## config.mk

```make
export PLATFORM = sky130hd
export DESIGN_NAME = timer_ctrl
export DESIGN_NICKNAME = d
export VERILOG_FILES = /design/src/rtl/timer_ctrl_pkg.sv /design/src/rtl/timer_presc.sv /design/src/rtl/timer_ctrl.sv
export SDC_FILE = /design/constraint.sdc
export NUM_CORES = 1
export LEC_CHECK = 0
export CORE_MARGIN = 1
export CORE_UTILIZATION = 49
export CTS_CLUSTER_DIAMETER = 120
export DETAILED_ROUTE_END_ITERATION = 8
export PLACE_DENSITY_LB_ADDON = 0.25
export SLEW_MARGIN = 20
export SYNTH_ARGS = -nofsm -noshare
export SYNTH_HDL_FRONTEND = slang
export SYNTH_HIERARCHICAL = 1
export SYNTH_SLANG_ARGS = --single-unit
```

## constraint.sdc

```tcl
create_clock -name clk -period 3.4 [get_ports clk]
set_input_delay 0.85 -clock clk [delete_from_list [all_inputs] [get_ports clk]]
set_output_delay 0.85 -clock clk [all_outputs]
set_load 0.1 [all_outputs]
```

## src/rtl/timer_ctrl_pkg.sv

```systemverilog
// Shared definitions for the timer block: register map, CTRL/STAT bit positions, FSM encoding.
// Optional PWM support (CMP register, pwm output) is enabled by defining TIMER_PWM_EN.
package timer_ctrl_pkg;

    localparam logic [2:0] A_CNT   = 3'd0;
    localparam logic [2:0] A_MATCH = 3'd1;
    localparam logic [2:0] A_CTRL  = 3'd2;
    localparam logic [2:0] A_STAT  = 3'd3;
    localparam logic [2:0] A_CMP   = 3'd4;

    localparam int unsigned B_EN      = 0;
    localparam int unsigned B_ONESHOT = 1;
    localparam int unsigned B_IRQEN   = 2;
    localparam int unsigned B_PRESC   = 8;

    localparam int unsigned B_FLAG    = 0;
    localparam int unsigned B_RUNNING = 1;

    typedef enum logic [1:0] {
        S_IDLE = 2'd0,
        S_RUN  = 2'd1,
        S_DONE = 2'd2
    } state_t;

endpackage

```

## src/rtl/timer_presc.sv

```systemverilog
// Programmable prescaler: while run is high, counts 0..div and pulses tick on the terminal count.
// clear restarts the division so the first tick after a start is a full period away.
module timer_presc #(
    parameter int PRESC_W = 8
) (
    input  logic               clk,
    input  logic               reset,
    input  logic               clear,
    input  logic               run,
    input  logic [PRESC_W-1:0] div,
    output logic               tick
);

    logic [PRESC_W-1:0] cnt;

    assign tick = run && (cnt == div);

    // NOTE: sequential state uses non-blocking assignments so every flop samples pre-edge values.
    always_ff @(posedge clk or posedge reset) begin
        if (reset)
            cnt <= '0;
        else if (clear || tick || !run)
            cnt <= '0;
        else
            cnt <= cnt + PRESC_W'(1);
    end

endmodule

```

## src/rtl/timer_ctrl.sv

```systemverilog
// Timer/scheduler: bus registers, prescaled up-counter with match flag/IRQ and a run FSM.
// Define TIMER_PWM_EN to add the CMP register (addr 4) and a registered pwm output.
module timer_ctrl
    import timer_ctrl_pkg::*;
#(
    parameter int WIDTH   = 32,
    parameter int PRESC_W = 8
) (
    input  logic             clk,
    input  logic             reset,
    input  logic             cs,
    input  logic             we,
    input  logic [2:0]       addr,
    input  logic [WIDTH-1:0] wdata,
    output logic [WIDTH-1:0] rdata,
    output logic             irq,
    output logic             pwm
);

    state_t state, next_state;

    logic [WIDTH-1:0]   cnt_q;
    logic [WIDTH-1:0]   match_q;
    logic               ctrl_en;
    logic               ctrl_oneshot;
    logic               ctrl_irqen;
    logic [PRESC_W-1:0] ctrl_presc;
    logic               flag_q;
    logic               running;
    logic               tick;

    logic wr, cnt_wr, match_wr, ctrl_wr, stat_wr;
    logic start, stop, cnt_tick, hit, finish;

    assign wr       = cs && we;
    assign cnt_wr   = wr && (addr == A_CNT);
    assign match_wr = wr && (addr == A_MATCH);
    assign ctrl_wr  = wr && (addr == A_CTRL);
    assign stat_wr  = wr && (addr == A_STAT);

    // A stopping CTRL write suppresses the coincident tick entirely: no count, no flag, no DONE.
    assign start    = ctrl_wr &&  wdata[B_EN] && (state != S_RUN);
    assign stop     = ctrl_wr && !wdata[B_EN] && (state == S_RUN);
    assign cnt_tick = tick && !stop;
    assign hit      = cnt_tick && (cnt_q == match_q);
    assign finish   = hit && ctrl_oneshot && !ctrl_wr;

    timer_presc #(.PRESC_W(PRESC_W)) u_presc (
        .clk   (clk),
        .reset (reset),
        .clear (start),
        .run   (running),
        .div   (ctrl_presc),
        .tick  (tick)
    );

    always_ff @(posedge clk or posedge reset) begin
        if (reset)
            state <= S_IDLE;
        else
            state <= next_state;
    end

    // NOTE: defaulting next_state first keeps this block free of inferred latches.
    always_comb begin
        next_state = state;
        case (state)
            S_IDLE, S_DONE: if (start) next_state = S_RUN;
            S_RUN: begin
                if (stop)
                    next_state = S_IDLE;
                else if (finish)
                    next_state = S_DONE;
            end
            default: next_state = S_IDLE;
        endcase
    end

    always_comb begin
        running = (state == S_RUN);
    end

    always_ff @(posedge clk or posedge reset) begin
        if (reset) begin
            cnt_q   <= '0;
            match_q <= '0;
        end else begin
            if (cnt_wr)
                cnt_q <= wdata;
            else if (cnt_tick)
                cnt_q <= (cnt_q == match_q) ? '0 : cnt_q + WIDTH'(1);
            if (match_wr)
                match_q <= wdata;
        end
    end

    always_ff @(posedge clk or posedge reset) begin
        if (reset) begin
            ctrl_en      <= 1'b0;
            ctrl_oneshot <= 1'b0;
            ctrl_irqen   <= 1'b0;
            ctrl_presc   <= '0;
        end else if (ctrl_wr) begin
            ctrl_en      <= wdata[B_EN];
            ctrl_oneshot <= wdata[B_ONESHOT];
            ctrl_irqen   <= wdata[B_IRQEN];
            ctrl_presc   <= wdata[B_PRESC +: PRESC_W];
        end else if (finish) begin
            ctrl_en      <= 1'b0;
        end
    end

    // Set wins over the W1C clear so a match landing on the clearing write is never lost.
    always_ff @(posedge clk or posedge reset) begin
        if (reset)
            flag_q <= 1'b0;
        else if (hit)
            flag_q <= 1'b1;
        else if (stat_wr && wdata[B_FLAG])
            flag_q <= 1'b0;
    end

    assign irq = flag_q && ctrl_irqen;

`ifdef TIMER_PWM_EN
    logic [WIDTH-1:0] cmp_q;
    logic             pwm_q;

    always_ff @(posedge clk or posedge reset) begin
        if (reset) begin
            cmp_q <= '0;
            pwm_q <= 1'b0;
        end else begin
            if (wr && (addr == A_CMP))
                cmp_q <= wdata;
            pwm_q <= running && (cnt_q < cmp_q);
        end
    end

    assign pwm = pwm_q;
`else
    assign pwm = 1'b0;
`endif

    always_comb begin
        rdata = '0;
        if (cs) begin
            case (addr)
                A_CNT:   rdata = cnt_q;
                A_MATCH: rdata = match_q;
                A_CTRL: begin
                    rdata[B_EN]                = ctrl_en;
                    rdata[B_ONESHOT]           = ctrl_oneshot;
                    rdata[B_IRQEN]             = ctrl_irqen;
                    rdata[B_PRESC +: PRESC_W]  = ctrl_presc;
                end
                A_STAT: begin
                    rdata[B_FLAG]    = flag_q;
                    rdata[B_RUNNING] = running;
                end
`ifdef TIMER_PWM_EN
                A_CMP:   rdata = cmp_q;
`else
                A_CMP:   rdata = '0;
`endif
                default: rdata = '0;
            endcase
        end
    end

endmodule
```

==> impl_results.md, run 1 <==
- DRT iter0 DRCs: 330
- Largest family of logic cells by synthesized area: simple AND/OR/NAND/NOR gates
- RSZ-0062 raised after global routing: false
- Reg power frac: 44.8%
- Avg Synthesized Cell Area: 9.34 µm²
- Mapped Cells: 565
- Number of enable flip-flop cells after synthesis: 0
- Syn_nets: 606
- Comb pwr share: 33.1%
- Delay of the slowest cell on the worst path: 0.38 ns
- Nature of the critical path endpoint: primary output
- Setup Viol. Count Final: 0
- Crit path max-delay cell type: nor3_4
- Register area: 2150 µm²
- Synth unique cells: 57
- Worst-skew pair later-pin latency: 0.37 ns
- XOR/XNOR Fraction of Synth Area: 11.4%
- Crit-path most repeated cell: buf_12
- DRC: 0
- Core Box Area: 10400 µm²
- Sink Count: 86
- DP HPWL: 10200 µm
- DR pass1 iterations: 5
- Worst Path Arrival: 2.31 ns
- Number of diodes: 0
- Share of cells above drive strength 1: 24.9%
- Synth Warn #: 6
- First-pass GRT wire length: 22800 µm
- Commonest non-fill, non-tap cell in the layout: dfrtp_1
- Cell Rows: 37
- Max Fclk: 316 MHz
- Vias in the first global route: 4463
- Pwr Total: 3.37 mW
- Gpl congestion: 0.930
- TritonCTS clock tree: built
- CP cell instances: dlymetal6s2s_1, buf_12, nor3_4, clkbuf_16, a22oi_1, nor2b_4, buf_12
- Layout area overhead: 32.1%
- Max_slew headroom: 59.2%
- MaxCap Viol Count: 0
- Hold crit path type: flip-flop to flip-flop
- Multi-input logic area: 3070 µm²
- Mux contribution to synthesized area: 9.15%
- Hold-fix buffers at CTS: 0
- Setup_tns: 0 ns
- Total congestion overflow: 0
- Switching Share: 37.3%
- Post-synthesis simple-gate area fraction: 20.5%
- Die H: 106 µm
- Ys async rst share: 100%
- Top delay family on crit path: buffers and inverters
- Buf/Inv on CP: 4
- I/O Pins: 73
- PwrDens: 483 nW/µm²
- Nets: 674
- Met1 Resource Use GR: 34.1%
- Reg clk slew, reported paths: 0.09 ns
- Status: complete, no violations
- Clock power share: 22.0%
- Worst setup SP type: input pin
- Vias: 4564
- Critical path type: input pin to primary output
- Complex-gate fraction of the synthesized area: 13.2%
- Min cycle time layout: 3.16 ns
- Crit Path Max Fanout: 13
- Post-Syn Area: 5280 µm²
- I/O Buffers: 71
- Hold Vio Cnt, Final: 0
- Full die area: 11200 µm²
- Seq cells post-synth: 86
- Clock tree buffer depth: 2
- Total track usage: 25.9%
- Antenna Violating Nets Remaining: 0
- Met2 Use GR: 43.1%
- Top_reg_cell synth: dfrtp_1
- Net Sw Power: 1.26 mW
- Sequential fraction of the synthesis area: 40.8%
- Vias per cell: 5.90
- Max Transition Viols Final: 0
- Clock tree root driver cell: clkbuf_8
- Post-synthesis adder-cell area fraction: 0.474%
- Pin count of the biggest net entering global routing: 34
- Tcrit/Tclk final: 92.9%
- Number of post-CTS setup repair buffers: 0
- H-tree levels: 3
- Die X: 106 µm
- Grt peak-use layer: met2
- Tightest Pin Transition: 0.607 ns
- Most frequent cells in the layout: dfrtp_1 (86), nand2_1 (78), xnor2_1 (56)
- IR drop worst, VDD: 0.000281 V
- Cts bufs inserted: 9
- Int Power: 2.11 mW
- Drt total wl: 14100 µm
- Filler Cell Count: 824
- Worst path required time: 2.55 ns
- PostCTS Resize Cnt: 0
- Util after Layout: 67.2%
- Initial Util: 50.9%
- Antenna violations before repair: 0
- Static leakage: 2.76 nW
- WL/cell: 18.2 µm
- Post-route clock skew: 0.00906 ns
- Met3 global-route usage: 4.64%
## flip-flops by register name, indices dropped and copies added, names as in the netlist
register      count
flag_q            1
u_presc/cnt       8
ctrl_en           1
state             2
ctrl_oneshot      1
match_q          32
ctrl_presc        8
ctrl_irqen        1
cnt_q            32
## area by class of cell
type	instances	share of cell area [%]
Clock buffer	10	1.83
Timing Repair Buffer	97	19.1
Inverter	12	0.646
Tap cell	136	2.44
Sequential cell	86	30.9
Clock inverter	6	1.02
Multi-Input combinational cell	427	44.1
## logic make-up after synthesis
| logic type | count (synthesis) |
|---|---|
| AOI/OAI and AO/OA | 97 |
| DFF | 86 |
| adders and majority gates | 2 |
| other | 1 |
| xor gates and xnor gates | 68 |
| buffers and inverters | 52 |
| and+or+nand+nor | 215 |
| muxes | 44 |
## synthesized netlist by cell type, types with 3 or more instances
cell type / count / area [µm²]
dfrtp_1: 86 / 2150
nand2_1: 78 / 293
xnor2_1: 56 / 490
nor2_1: 42 / 158
mux2_2: 33 / 372
clkbuf_1: 25 / 93.8
nor2b_1: 24 / 150
a22oi_1: 23 / 173
a21oi_1: 18 / 90.1
nand4_1: 15 / 93.8
o31ai_1: 15 / 113
nand3_1: 13 / 65.1
inv_1: 12 / 45.0
o21ai_1: 11 / 55.1
xor2_1: 11 / 96.3
mux2i_1: 10 / 100
buf_2: 8 / 40.0
nor3_1: 8 / 40.0
nor4_1: 8 / 50.1
a211oi_1: 5 / 37.5
and2_1: 5 / 31.3
o21ai_0: 5 / 25.0
and3_1: 4 / 25.0
or3_1: 4 / 25.0
a221oi_1: 3 / 26.3
buf_4: 3 / 22.5
nand2b_1: 3 / 18.8
## final timing paths
path	from	end	slack [ns]	cells past startpoint
setup / recovery	addr[1]	rdata[19]	0.24	7
hold / removal	ctrl_oneshot$_DFFE_PP0N_	ctrl_oneshot$_DFFE_PP0N_	0.52	2
setup reg to reg	u_presc/cnt[2]$_DFF_PP0_	cnt_q[16]$_DFFE_PP0P_	0.72	8
hold reg to reg	ctrl_oneshot$_DFFE_PP0N_	ctrl_oneshot$_DFFE_PP0N_	0.52	2
max in group asynchronous	reset	match_q[5]$_DFFE_PP0P_	1.70	3
min in group asynchronous	reset	u_presc/cnt[3]$_DFF_PP0_	0.77	2
## worst reg2reg max path: cells and delay by family, from the launching register on
| family | cells | cell delay (ns) |
|---|---|---|
| compound gates | 5 | 1.34 |
| simple gates | 2 | 0.54 |
| flops | 1 | 0.48 |
| xor+xnor | 1 | 0.20 |
## power groups by stage
stage | clock network [mW] | registers, mW | logic, mW
2_1_floorplan | 0 | 1.43 | 0.819
5_1_grt | 0.788 | 1.54 | 1.20
3_3_place_gp | 0 | 1.51 | 1.08
4_1_cts | 0.750 | 1.50 | 1.11
3_5_place_dp | 0 | 1.53 | 1.10
6_report | 0.741 | 1.51 | 1.12
## metrics by stage
stage	worst slack [ns]	cell area, µm²	hold slack (ns)	std cells
2_1_floorplan	-0.266	5450	0.458	565
3_3_place_gp	0.0632	6710	0.485	756
3_5_place_dp	0.0507	6710	0.499	756
4_1_cts	0.0231	6910	0.519	772
5_1_grt	0.196	6970	0.553	774
6_report	0.240	6970	0.518	774
## per-layer routing
metal | vias up | wire, µm
met5 | - | 0
met4 | 0 | 388
met3 | 32 | 862
met2 | 173 | 6740
met1 | 2254 | 6070
li1 | 2105 | -
Power figures use the tool's default switching activity.
==> inputs of run 2 (changes only) <==
--- a/config.mk
+++ b/config.mk
@@ -9,6 +9,7 @@
 export CORE_UTILIZATION = 49
 export CTS_CLUSTER_DIAMETER = 120
 export DETAILED_ROUTE_END_ITERATION = 8
+export GPL_ROUTABILITY_DRIVEN = 0
 export PLACE_DENSITY_LB_ADDON = 0.25
 export SLEW_MARGIN = 20
 export SYNTH_ARGS = -nofsm -noshare
==> impl_results.md, run 2 (same netlist as run 1, synthesis figures left out) <==
- Max Transition Viols Final: 0 (unchanged)
- First-pass GRT wire length: 22800 µm (about the same)
- TritonCTS clock tree: built (unchanged)
- DP HPWL: 9940 µm (was 10200 µm)
- Hold-fix buffers at CTS: 0 (unchanged)
- Vias: 4536 (was 4564)
- MaxCap Viol Count: 0 (unchanged)
- Total congestion overflow: 0 (unchanged)
- I/O Pins: 73 (unchanged)
- RR Startpoint: u_presc/cnt[4]$_DFF_PP0_ (was u_presc/cnt[2]$_DFF_PP0_)
- Worst setup SP type: input pin (unchanged)
- Die X: 106 µm (unchanged)
- Cell Rows: 37 (unchanged)
- Number of post-CTS setup repair buffers: 0 (unchanged)
- Crit Path Max Fanout: 24 (was 13)
- Status: complete, no violations (unchanged)
- Met3 global-route usage: 5.38% (was 4.64%)
- Hold crit path type: flip-flop to flip-flop (unchanged)
- Die H: 106 µm (unchanged)
- PostCTS Resize Cnt: 0 (unchanged)
- PwrDens: 485 nW/µm² (was 483 nW/µm²)
- Clock tree root driver cell: clkbuf_8 (unchanged)
- Core Box Area: 10400 µm² (unchanged)
- Full die area: 11200 µm² (unchanged)
- Crit-path most repeated cell: buf_12 (unchanged)
- Tightest Pin Transition: 0.677 ns (was 0.607 ns)
- Setup_tns: 0 ns (unchanged)
- RSZ-0062 raised after global routing: false (unchanged)
- Layout area overhead: 30.6% (was 32.1%)
- Static leakage: 2.70 nW (was 2.76 nW)
- Biggest regs: cnt_q (32), match_q (32) (unchanged)
- Initial Util: 50.9% (unchanged)
- Drt total wl: 13800 µm (was 14100 µm)
- Worst-skew pair later-pin latency: 0.36 ns (was 0.37 ns)
- DR pass1 iterations: 5 (unchanged)
- Max Fclk: 304 MHz (was 316 MHz)
- Buf/Inv on CP: 4 (unchanged)
- Grt peak-use layer: met2 (unchanged)
- Met1 Resource Use GR: 34.9% (was 34.1%)
- Vias per cell: 5.90 (about the same)
- H-tree levels: 3 (unchanged)
- Top delay family on crit path: buffers and inverters (unchanged)
- Nets: 669 (was 674)
- Cts bufs inserted: 9 (unchanged)
- Commonest non-fill, non-tap cell in the layout: dfrtp_1 (unchanged)
- Antenna violations before repair: 0 (unchanged)
- Share of cells above drive strength 1: 24.2% (was 24.9%)
- Clock tree buffer depth: 2 (unchanged)
- Worst path required time: 2.55 ns (about the same)
- Sink Count: 86 (unchanged)
- Crit path max-delay cell type: clkdlybuf4s50_1 (was nor3_4)
- Critical Path Start: addr[1] (unchanged)
- Total track usage: 25.9% (about the same)
- DRC: 0 (unchanged)
- Pin count of the biggest net entering global routing: 79 (was 34)
- IR drop worst, VDD: 0.000227 V (was 0.000281 V)
- WL/cell: 17.9 µm (was 18.2 µm)
- Post-route clock skew: 0.00918 ns (was 0.00906 ns)
- Nature of the critical path endpoint: primary output (unchanged)
- Worst Path Arrival: 2.44 ns (was 2.31 ns)
- Reg clk slew, reported paths: 0.08 ns (was 0.09 ns)
- Number of diodes: 0 (unchanged)
- DRT iter0 DRCs: 313 (was 330)
- Util after Layout: 66.4% (was 67.2%)
- Vias in the first global route: 4420 (was 4463)
- Filler Cell Count: 809 (was 824)
- Pwr Total: 3.34 mW (was 3.37 mW)
- Met2 Use GR: 42.2% (was 43.1%)
- Delay of the slowest cell on the worst path: 0.47 ns (was 0.38 ns)
- Critical path type: input pin to primary output (unchanged)
- Max_slew headroom: 54.5% (was 59.2%)
- I/O Buffers: 71 (unchanged)
- CP cell instances: clkdlybuf4s50_1, buf_12, nor3_4, buf_12, a22oi_1, nor2b_4, buf_12 (was dlymetal6s2s_1, buf_12, nor3_4, clkbuf_16, a22oi_1, nor2b_4, buf_12)
- Min cycle time layout: 3.29 ns (was 3.16 ns)
- Antenna Violating Nets Remaining: 0 (unchanged)
- Most frequent cells in the layout: dfrtp_1 (86), nand2_1 (78), xnor2_1 (56) (unchanged)
- Setup Viol. Count Final: 0 (unchanged)
- Tcrit/Tclk final: 96.8% (was 92.9%)
- Hold Vio Cnt, Final: 0 (unchanged)
- Hold path start: ctrl_irqen$_DFFE_PP0N_ (was ctrl_oneshot$_DFFE_PP0N_)
## run 2: changes by cell type in the layout (fill, tap and decap cells not counted), sizes merged
cell and change:
clkbuf -1, dlymetal6s2s -2, buf -3, clkdlybuf4s50 +2
inv -1
## run 2: power breakdown
group / internal (mW) / switching [mW] / total [mW]
clock network: 0.360 / 0.376 / 0.736
registers: 1.23 / 0.282 / 1.51
logic: 0.525 / 0.570 / 1.09
total: 2.11 / 1.23 / 3.34
## run 2: tightest hold or removal path, cell delays in order (launching register included)
cell and delay, ns:
dfrtp_1 0.37, nand2_1 0.06, nand2_1 0.06
## run 2: final timing paths
check	slack, ns	depth (start not counted)	end
worst max-delay path	0.11	7	rdata[22]
worst min-delay path	0.52	2	ctrl_irqen$_DFFE_PP0N_
worst max register to register	0.61	9	cnt_q[30]$_DFFE_PP0P_
worst min register to register	0.52	2	ctrl_irqen$_DFFE_PP0N_
max in group asynchronous	2.14	3	cnt_q[28]$_DFFE_PP0P_
min in group asynchronous	0.78	2	u_presc/cnt[4]$_DFF_PP0_
## run 2: cell type report
class | count | area [µm²] | area share [%]
clock inverters | 5 | 58.8 | 0.853
flip-flops and latches | 86 | 2150 | 31.2
repair buffers | 92 | 1250 | 18.2
clock buffers | 11 | 141 | 2.05
well taps | 136 | 170 | 2.47
inverters | 12 | 45.0 | 0.654
multi-input cells | 427 | 3070 | 44.6
## run 2: through the flow
step | setup slack, ns | cells | hold slack, ns | instance area (µm²)
5_1_grt | 0.00763 | 769 | 0.543 | 6890
6_report | 0.108 | 769 | 0.516 | 6890
3_5_place_dp | 0.0588 | 753 | 0.495 | 6690
2_1_floorplan | -0.266 | 565 | 0.458 | 5450
4_1_cts | 0.0347 | 769 | 0.517 | 6890
3_3_place_gp | 0.0806 | 753 | 0.489 | 6690
## run 2: metal layers
layer / wire length [µm] / share of wire [%]
met2: 6750 / 49
met3: 917 / 6.7
met4: 282 / 2.0
met5: 0 / 0
met1: 5830 / 42
